===== src/rtl/uart_rx_fifo_pkg.sv =====
// Shared UART defaults and FIFO operation encoding used by the receiver, its RX buffer
// and the future transmitter, so every block agrees on widths and rates.
package uart_rx_fifo_pkg;

    localparam int unsigned UART_RATE   = 115200;
    localparam int unsigned UART_DATA_W = 8;
    localparam int unsigned FIFO_ADDR_W = 4;

    // Per-cycle decision of the FIFO control: push, pop, or drop the incoming byte.
    typedef struct packed {
        logic wr;
        logic rd;
        logic drop;
    } fifo_op_t;

endpackage


===== src/rtl/uart_fifo_mem.sv =====
// Simple dual-port RAM, DEPTH x DATA_W, synchronous write and registered synchronous read.
// Only the read register is reset; array contents are left undefined after reset.
module uart_fifo_mem
    import uart_rx_fifo_pkg::*;
#(
    parameter int unsigned ADDR_W = FIFO_ADDR_W,
    parameter int unsigned DATA_W = UART_DATA_W
) (
    input  logic              clk,
    input  logic              rst,
    input  logic              wr_en,
    input  logic [ADDR_W-1:0] wr_addr,
    input  logic [DATA_W-1:0] wr_data,
    input  logic              rd_en,
    input  logic [ADDR_W-1:0] rd_addr,
    output logic [DATA_W-1:0] rd_data
);

    localparam int unsigned DEPTH = 2 ** ADDR_W;

    logic [DATA_W-1:0] mem [DEPTH];

    always_ff @(posedge clk) begin
        if (wr_en) begin
            mem[wr_addr] <= wr_data;
        end
    end

    // Read-before-write on an address collision: the popped byte is the old entry.
    always_ff @(posedge clk or posedge rst) begin
        if (rst) begin
            rd_data <= '0;
        end else if (rd_en) begin
            rd_data <= mem[rd_addr];
        end
    end

endmodule


===== src/rtl/uart_rx_fifo.sv =====
// UART receive buffer: captures each byte_rxed strobe into a circular FIFO and exposes a
// registered read port, fill level and a sticky overflow flag for bytes lost while full.
module uart_rx_fifo
    import uart_rx_fifo_pkg::*;
#(
    parameter int unsigned ADDR_W = FIFO_ADDR_W,
    parameter int unsigned DATA_W = UART_DATA_W
) (
    input  logic              clk,
    input  logic              rst,
    input  logic              byte_rxed,
    input  logic [DATA_W-1:0] rx_byte,
    input  logic              rd_en,
    output logic [DATA_W-1:0] rd_data,
    output logic              rd_valid,
    output logic              empty,
    output logic              full,
    output logic [ADDR_W:0]   count,
    output logic              overflow,
    input  logic              ovf_clr
);

    localparam int unsigned PTR_W = ADDR_W + 1;

    logic [PTR_W-1:0] wr_ptr;
    logic [PTR_W-1:0] rd_ptr;
    fifo_op_t         op;

    // Status is derived from registered pointers only; MSB is the wrap bit.
    assign empty = (wr_ptr == rd_ptr);
    assign full  = (wr_ptr[ADDR_W] != rd_ptr[ADDR_W]) &&
                   (wr_ptr[ADDR_W-1:0] == rd_ptr[ADDR_W-1:0]);
    assign count = wr_ptr - rd_ptr;

    // A read in the same cycle frees a slot, so a write to a full FIFO is then accepted.
    always_comb begin
        op      = '0;
        op.rd   = rd_en && !empty;
        op.wr   = byte_rxed && (!full || op.rd);
        op.drop = byte_rxed && !op.wr;
    end

    always_ff @(posedge clk or posedge rst) begin
        if (rst) begin
            wr_ptr <= '0;
            rd_ptr <= '0;
        end else begin
            if (op.wr) begin
                wr_ptr <= wr_ptr + PTR_W'(1);
            end
            if (op.rd) begin
                rd_ptr <= rd_ptr + PTR_W'(1);
            end
        end
    end

    always_ff @(posedge clk or posedge rst) begin
        if (rst) begin
            rd_valid <= 1'b0;
        end else begin
            rd_valid <= op.rd;
        end
    end

    // Sticky: a drop in the same cycle as ovf_clr keeps the flag set.
    always_ff @(posedge clk or posedge rst) begin
        if (rst) begin
            overflow <= 1'b0;
        end else if (op.drop) begin
            overflow <= 1'b1;
        end else if (ovf_clr) begin
            overflow <= 1'b0;
        end
    end

    uart_fifo_mem #(
        .ADDR_W (ADDR_W),
        .DATA_W (DATA_W)
    ) u_mem (
        .clk     (clk),
        .rst     (rst),
        .wr_en   (op.wr),
        .wr_addr (wr_ptr[ADDR_W-1:0]),
        .wr_data (rx_byte),
        .rd_en   (op.rd),
        .rd_addr (rd_ptr[ADDR_W-1:0]),
        .rd_data (rd_data)
    );

endmodule

===== config.mk =====
export PLATFORM = sky130hd
export DESIGN_NAME = uart_rx_fifo
export DESIGN_NICKNAME = d
export VERILOG_FILES = /design/src/rtl/uart_rx_fifo_pkg.sv /design/src/rtl/uart_fifo_mem.sv /design/src/rtl/uart_rx_fifo.sv
export SDC_FILE = /design/constraint.sdc
export NUM_CORES = 1
export LEC_CHECK = 0
export BUFFER_PORTS_ARGS = -buffer_cell sky130_fd_sc_hd__buf_2
export CAP_MARGIN = 10
export CORE_ASPECT_RATIO = 1.25
export CORE_MARGIN = 2
export CORE_UTILIZATION = 45
export CTS_CLUSTER_SIZE = 10
export DETAILED_ROUTE_END_ITERATION = 10
export HOLD_SLACK_MARGIN = 0.15
export PLACE_DENSITY = 0.71
export SETUP_SLACK_MARGIN = 0.2
export SLEW_MARGIN = 20
export SYNTH_ARGS = -nofsm -noshare
export SYNTH_HDL_FRONTEND = slang
export SYNTH_SLANG_ARGS = --single-unit

===== constraint.sdc =====
create_clock -name clk -period 2.7 [get_ports clk]
set_input_delay 0.54 -clock clk [delete_from_list [all_inputs] [get_ports clk]]
set_output_delay 0.54 -clock clk [all_outputs]
set_load 0.005 [all_outputs]

======== After elaboration in Yosys (flattened, before gate mapping) ========
Memory sizes are Yosys's and may differ from the RTL's. A register that Yosys moved wholly into a read port is not among the register bits.
Cells that the tools add are included.
storage, ports and cells
  register bits after elaboration ......... 12
  bits in latches ......................... 0
  RAM bits ................................ 128
  ROM bits ................................ 0
  output and inout port bits .............. 17
  logic and storage cells ................. 24
  memories kept ........................... 1
operators by class
  add/subtract/negate cells ............... 3
  multiply operators ...................... 0
  divide/modulo/power cells ............... 0
  order comparisons ....................... 0
  eq/ne operators ......................... 3
  shift-type cells ........................ 0
  mux-type cells .......................... 4
  bitwise gates (word level) .............. 0
  reductions and logical operators ........ 9
memory list
  memory     words  bits a word  rd ports  clocked after memory_dff  wr ports  line                 text
  u_mem.mem  16     8            1         1                         1         uart_fifo_mem.sv:21  logic [DATA_W-1:0] mem [DEPTH];
operators with widths
  operator                                     count
  adder 5 x 1 -> 5 bit, second input constant  2
  equality test 5 bit                          1
  subtractor 5 bit                             1
  equality test 4 bit                          1
  logical AND 1 bit                            4
  2-to-1 mux 1 bit                             4
  zero test 1 bit                              3
  nonzero test 2 bit                           1
  logical OR 1 bit                             1
  inequality test 1 bit                        1

======== Logic depth before layout (Yosys ltp) ========
Gate-level depths: netlist of run 1.
  word-level depth ........................ 8
  mapped depth ............................ 10

======== Cells and area by module ========
A second synthesis of run 1 with hierarchy kept.
second synthesis, totals
  cells, all modules ...................... 308
  area, all modules ....................... 6070.8 um^2
modules (own cells, without submodules)
  module         times used  cells an instance  area each (um^2)  seq. area each (um^2)
  uart_fifo_mem  1           241                5335.1            4043.9
  uart_rx_fifo   1           67                 735.7             300.3

======== Least setup slack after synthesis of run 1 ========
Ideal clock, no wire load.
  path type ............................... reg2reg
  start point ............................. register rd_ptr[1]
  end point ............................... memory u_mem.mem[0][0] in the netlist's numbering, enable pin
  setup time .............................. 383 ps
  arrival ................................. 2317 ps
  data required time ...................... 2317 ps
  path slack .............................. -1 ps
  cell stages (with the launch flop) ...... 11
  cell sequence ........................... dfrtp_1 buf_6 buf_12 buf_8 inv_1 ha_1 nand4_1 o31a_1 buf_6 nand2_1 nor3_1
on the way
  cells in the longest elaborated chain, start to end .. 7
  elaborated cells on any way between the ends .. 10
RTL lines
  element                                                     line                                    text
  start: declaration                                          uart_rx_fifo.sv:26                      logic [PTR_W-1:0] rd_ptr;
  start signal: assignment                                    uart_rx_fifo.sv:52                      rd_ptr <= rd_ptr + PTR_W'(1);
  equality test 5 bit or equality test 4 bit (tied branches)  uart_rx_fifo.sv:30, uart_rx_fifo.sv:32
  zero test 1 bit or logical AND 1 bit (tied branches)        uart_rx_fifo.sv:38, uart_rx_fifo.sv:31
  logical AND 1 bit or zero test 1 bit (tied branches)        uart_rx_fifo.sv:38, uart_rx_fifo.sv:39
  logical OR 1 bit *                                          uart_rx_fifo.sv:39                      op.wr = byte_rxed && (!full || op.rd);
  logical AND 1 bit *                                         uart_rx_fifo.sv:39
  2-to-1 mux 1 bit *                                          uart_fifo_mem.sv:24                     if (wr_en) begin
  2-to-1 mux 1 bit (implied by the code) *                    uart_fifo_mem.sv:25                     mem[wr_addr] <= wr_data;
  end: declaration                                            uart_fifo_mem.sv:21
Mark *: on every way between the ends. The rest lies on a longest branch, timed or not.

======== Worst setup path after layout of run 1 ========
  start point ............................. register wr_ptr[0]
  end point ............................... output count[4]
on the way
  cells in the longest elaborated chain, start to end .. 1
RTL lines
  element                   line                text
  start: declaration        uart_rx_fifo.sv:25  logic [PTR_W-1:0] wr_ptr;
  start signal: assignment  uart_rx_fifo.sv:49  wr_ptr <= wr_ptr + PTR_W'(1);
  subtractor 5 bit          uart_rx_fifo.sv:33  assign count = wr_ptr - rd_ptr;
  end: declaration          uart_rx_fifo.sv:18  output logic [ADDR_W:0] count,
Every way passes these cells.

==> results of run 1 <==
[cell type report]
cell class	instances	area (um2)
multi-input combinational	183	1510
timing repair buffer	54	333
clock buffer	19	433
sequential	148	4340
fill	1046	6170
tap	171	214
clock inverter	13	135
inverter	10	37.5
[layer usage]
layer	share of wire (%)	vias up	track usage, %
met3	4.9	25	4.21
met1	40	1626	22.6
met2	52	114	28.8
met4	3.3	0	8.48
met5	0	-	0
li1	-	1494	-
[state kept, by name, indices dropped and copies added (netlist names)]
register / flops
overflow: 1
rd_ptr: 5
rd_valid: 1
u_mem.mem: 128
u_mem.rd_data: 8
wr_ptr: 5
[cells in the final DEF (no fill, tap or decap), drive strengths merged]
cell type / instances
nand4: 4
o21a: 1
mux4: 8
o21ai: 11
o31a: 1
nor2: 29
xnor2: 10
nand2b: 2
clkbuf: 19
nand3: 2
xor2: 3
fa: 1
clkinv: 7
edfxtp: 128
and2: 1
mux2i: 48
nand3b: 3
nor2b: 1
inv: 11
or3b: 1
clkinvlp: 3
buf: 54
a21o: 2
o22ai: 16
ha: 9
nand2: 8
a31oi: 8
a21oi: 2
bufinv: 2
nor3: 4
dfrtp: 20
a221oi: 8
[worst max path at each step]
stage                     slack [ps]              end  depth (start not counted)
after floorplan                  0.3  u_mem.mem[1][0]                         10
after CTS                        150         count[4]                          8
final                            160         count[4]                          8
after detailed placement         310         count[4]                          8
after global routing             100         count[4]                          8
after global placement           410         count[4]                          8
[cell families after synthesis]
family	after synthesis	share of synthesized area (%)
xor gates and xnor gates	13	1.89
and+or+nand+nor	55	4.34
AOI/OAI and AO/OA	49	5.25
buffers and inverters	30	3.26
DFF	148	72.1
muxes	56	11.0
adders and majority gates	10	2.20
[power by group through the flow]
stage | Clock [W] | Combinational (W) | Sequential [W]
2_1_floorplan | 0 | 0.00178 | 0.00299
3_3_place_gp | 0 | 0.00231 | 0.00305
3_5_place_dp | 0 | 0.00237 | 0.00307
4_1_cts | 0.00226 | 0.00247 | 0.00303
5_1_grt | 0.00235 | 0.00269 | 0.00306
6_report | 0.00223 | 0.00247 | 0.00303
[repair_timing]
item	in CTS	in global routing
cloned	0	0
resized for setup	6	2
setup buffers	4	1
pin swaps	4	3
endpoints found under the setup margin	1	103
[metrics by stage]
step / setup WS [ps] / instance area, um2 / util, % / instances
after floorplan: 0.339 / 6030 / - / 361
after global placement: 411 / 6380 / 48.4 / 561
after detailed placement: 305 / 6380 / 48.4 / 561
after CTS: 145 / 7000 / 53.1 / 597
after global routing: 105 / 7010 / 53.2 / 598
final: 163 / 7010 / 53.2 / 598
==> results.cfg, run 1 <==
[synth]
synth_area_leaders = edfxtp_1 (64%), dfrtp_1 (8.3%), mux2i_1 (8.0%)
synth_cell_types = 36
synth_edf_count = 128
synth-main-ff-cell = edfxtp_1
syn-num-nets = 384
synth-async-reset-ratio_pct = 13.5
yosys_warnings = 0
syn_area_um2 = 6030
ys_top_cells_by_count = edfxtp_1 (128), mux2i_1 (48), nor2_1 (29)
seq_area_frac_synth_pct = 72.1
synth_largest_area_cell = edfxtp_1
syn-mean-instance-area_um2 = 16.7
synth_seq_cells = 148
synthMostInstantiatedCell = edfxtp_1
syn_inst = 361
synth_top_cell_area_share_pct = 63.8

[power_and_ir_drop]
irDropWorstVdd_mv = 0.643
pwr-share-clk_pct = 28.9
p_sw_share_pct = 32.0
power_frac_comb_pct = 31.9
p_int_w = 0.00526
switchingPower_w = 0.00247
finalPower_w = 0.00773
p_per_area_nw_per_um2 = 1100
power.leakage_nw = 2.55
seq_power_share_pct = 39.2

[timing]
setup_tns_ps = 0
maxSlewViolCount = 0
worst_slew_pin_slew_ps = 821
setup_viol_count_final = 0
finClkSkew_ps = 7.66
rsz0062_at_grt = true
fmax_mhz = 394
fin_crit_sh_pct = 94.0
slew_headroom_pct = 45.2
finalCriticalPeriod_ps = 2540
hold_viol = 0
timing.hold.ws_ps = 274

[global_routing]
grt_max_degree = 32
grt_util_all_layers_pct = 17.8
grt_pass1_vias = 3302
gr-total-overflow = 0
grt_first_pass_wirelength_um = 18400
antenna_found_initial = 0

[detailed_routing]
drt-vias-per-instance = 5.45
first_pass_iters = 4
dr.first_iter.drc_count = 167
wl_um = 12000
drc = 0
wl_per_cell_um = 20.1
ant_nets = 0
vias = 3259

[critical_path]
r2r_slack_ps = 460
path_cells = inv_2 -> ha_4 -> inv_2 -> fa_2 -> a21o_1 -> a21oi_2 -> xnor2_1 -> buf_2
arrival_ps = 2000
cp-start-kind = flop
setup.worst_path.start = wr_ptr[0]
cp.required_ps = 2160
timing.rr.end = u_mem.mem[0][2]
end_kind = output port
path_delay_family = adder cells
crit_buf_inv = 3
reg2regPathDepth = 6
cpMostUsedCell = inv_2
crit_type = flop to output port
cpPeakStageDelay_ps = 410
r2r-start = wr_ptr[3]
crit_fanout = 2
cp_slowest_cell = dfrtp_1

[clock_network]
numCtsBuffers = 17
clock-root-buffer = clkbuf_16
cts_buffer_depth = 2
clkSinkCount = 148
cts.clk_slew.worst_paths_ps = 60
htreeDepth = 4
cts_tree = done
hold_buffers = 0
worstSkewPairLatency_ps = 420

[floorplan]
die-area_um2 = 14300
core_um2 = 13200
row_count = 47
die_y_um = 133
initial_utilization_pct = 45.7
ios = 30
die_width_um = 108

[final_layout]
syn_to_final_growth_pct = 16.3
fin_nets = 437
n_antenna_cell = 0
drive_gt1_share_pct = 23.7

[outcome]
status = finished, final reports clean

[job]
maxCapViolCount = 0

[place]
hpwlAfterDp_um = 7600
io_buffers = 29
place_congestion = 0.810

[min_path]
hp-class = input pin to async pin
Note: power is estimated with default switching activity, not from simulation.
==> inputs of run 2 (changes only) <==
--- a/config.mk
+++ b/config.mk
@@ -15,7 +15,7 @@
 export HOLD_SLACK_MARGIN = 0.15
 export PLACE_DENSITY = 0.71
 export SETUP_SLACK_MARGIN = 0.2
-export SLEW_MARGIN = 20
 export SYNTH_ARGS = -nofsm -noshare
 export SYNTH_HDL_FRONTEND = slang
+export SYNTH_HIERARCHICAL = 1
 export SYNTH_SLANG_ARGS = --single-unit
==> constraint.sdc (replaced) <==
create_clock -name clk -period 2.7 [get_ports clk]
set_input_delay 0.27 -clock clk [delete_from_list [all_inputs] [get_ports clk]]
set_output_delay 0.27 -clock clk [all_outputs]
set_load 0.005 [all_outputs]
==> run 2 against run 1 <==
  * Die area up 0.72%
  * Cell count down 8.0%
  * Clock power decreased by 3%
  * Highest routed layer unchanged
==> results.cfg, run 2 <==
[floorplan]
die-area_um2 = 14400
row_count = 47
core_um2 = 13200
die_y_um = 134
ios = 30
die_width_um = 108
initial_utilization_pct = 45.9

[clock_network]
numCtsBuffers = 17
cts_buffer_depth = 2
cts_tree = done
cts.clk_slew.worst_paths_ps = 60
worstSkewPairLatency_ps = 420
clock-root-buffer = clkbuf_16
htreeDepth = 4
clkSinkCount = 148

[synth]
syn-num-nets = 328
syn_area_um2 = 6070
synth-async-reset-ratio_pct = 13.5
syn_inst = 308
syn-mean-instance-area_um2 = 19.7
seq_area_frac_synth_pct = 71.6
synth_area_leaders = edfxtp_1 (63%), mux4_2 (9.6%), dfrtp_1 (8.2%)
synthMostInstantiatedCell = edfxtp_1
synth_top_cell_area_share_pct = 63.3
synth-main-ff-cell = edfxtp_1
synth_cell_types = 38
ys_top_cells_by_count = edfxtp_1 (128), mux4_2 (26), nor2_1 (25)
synth_seq_cells = 148
synth_edf_count = 128
synth_largest_area_cell = edfxtp_1
yosys_warnings = 6

[detailed_routing]
ant_nets = 0
drc = 0
wl_met1_um = 4660
wl_um = 12200
wl_per_cell_um = 22.1
first_pass_iters = 4
route.met2.wl_um = 6490
drt-vias-per-instance = 5.53
vias = 3043
top_layer_used = met4
wl_met3_um = 684
dr.first_iter.drc_count = 225

[place]
io_buffers = 29
hpwlAfterDp_um = 8100
place_congestion = 0.850

[global_routing]
grt_util_all_layers_pct = 18.2
antenna_found_initial = 0
grt_pass1_vias = 3346
gr-total-overflow = 0
grt_max_degree = 34
grt_first_pass_wirelength_um = 18900

[critical_path]
crit_fanout = 8
arrival_ps = 2500
cp-start-kind = flop
crit_type = flop to flop
end_kind = flop
cp.required_ps = 2740

[timing]
fmax_mhz = 405
hold_viol = 0
setup_tns_ps = 0
rsz0062_at_grt = true
slew_headroom_pct = 40.8
finalCriticalPeriod_ps = 2470
maxSlewViolCount = 0
setup_viol_count_final = 0
fin_crit_sh_pct = 91.4
finClkSkew_ps = 10.1
worst_slew_pin_slew_ps = 884

[final_layout]
final_common_cell = edfxtp_1
fill_cells = 1016
largest_reg_flops = 128
fin_nets = 386
n_antenna_cell = 0
drive_gt1_share_pct = 34.8
syn_to_final_growth_pct = 16.3
largest_registers = u_mem/mem (128), u_mem/rd_data (8)
final_cell_mix = edfxtp_1 (128), buf_2 (29), mux4_2 (26)
max_flop_register = u_mem/mem

[job]
maxCapViolCount = 0

[min_path]
hp-class = input pin to flop

[power_and_ir_drop]
power.leakage_nw = 2.48
finalPower_w = 0.00779
pwr-share-clk_pct = 27.7
power_frac_comb_pct = 33.6
p_per_area_nw_per_um2 = 1100
switchingPower_w = 0.00254
seq_power_share_pct = 38.6
irDropWorstVdd_mv = 0.896
p_sw_share_pct = 32.6
p_int_w = 0.00525

[outcome]
status = finished, final reports clean
run 2: cells by family (layout without fill, tap and decap cells):
family	count (synthesis)	after routing	synth area share, %
xor+xnor	13	13	2.00
mux	42	42	13.9
buf+inv	25	96	2.80
compound gates	23	23	3.90
fa+ha+maj	7	7	1.57
flops	148	148	71.6
simple gates	50	50	4.25
run 2: final timing paths:
path | startpoint | endpoint | slack, ps | cells past startpoint
worst min register to register | rd_ptr[4] | rd_ptr[4] | 560 | 1
worst max register to register | wr_ptr[2] | u_mem/mem[15][3] | 230 | 6
worst min-delay path | rx_byte[6] | u_mem/mem[4][6] | 240 | 1
min in group asynchronous | rst | u_mem/rd_data[6] | 410 | 3
max in group asynchronous | rst | rd_ptr[1] | 1950 | 3
worst max-delay path | wr_ptr[2] | u_mem/mem[15][3] | 230 | 6
run 2: critical path: stages, from the launching register on:
cell and delay (ps):
dfrtp_1 480, ha_2 360, nand4_4 160, o31ai_4 80
inv_1 110, nand3_1 160, nor2_1 720
run 2: metal layers:
layer / vias to the layer above / track usage [%]
met5: - / 0
met4: 0 / 8.48
met3: 19 / 4.23
met2: 112 / 30.5
met1: 1556 / 22.3
li1: 1356 / -
run 2: power groups by stage:
stage / Combinational (W) / Clock, W / Sequential, W
2_1_floorplan: 0.00192 / 0 / 0.00305
3_3_place_gp: 0.00256 / 0 / 0.00304
3_5_place_dp: 0.00262 / 0 / 0.00306
4_1_cts: 0.00264 / 0.00220 / 0.00301
5_1_grt: 0.00285 / 0.00228 / 0.00304
6_report: 0.00262 / 0.00216 / 0.00301
run 2: metrics by stage:
step | hold WS [ps] | instance area (um2) | instances | setup WS, ps | utilization [%]
2_1_floorplan | 85.7 | 6080 | 308 | 220 | -
5_1_grt | 247 | 7060 | 550 | 136 | 53.4
3_3_place_gp | 301 | 6460 | 515 | 242 | 48.9
6_report | 241 | 7060 | 550 | 232 | 53.4
4_1_cts | 229 | 7050 | 550 | 202 | 53.3
3_5_place_dp | 308 | 6460 | 515 | 146 | 48.9
run 2: what timing repair did:
action,4_1_cts,5_1_grt
hold endpoints to repair,21,0
hold buffers,3,0
setup endpoints to repair,5,80
resized for setup,1,4
setup buffers,0,0
run 2: layout make-up:
class / instances / area (um2) / area share (%)
Sequential cell: 148 / 4350 / 61.5
Multi-Input combinational cell: 135 / 1570 / 22.3
Clock buffer: 18 / 439 / 6.22
Timing Repair Buffer: 53 / 333 / 4.71
Tap cell: 171 / 214 / 3.03
Clock inverter: 14 / 116 / 1.65
Inverter: 11 / 41.3 / 0.585
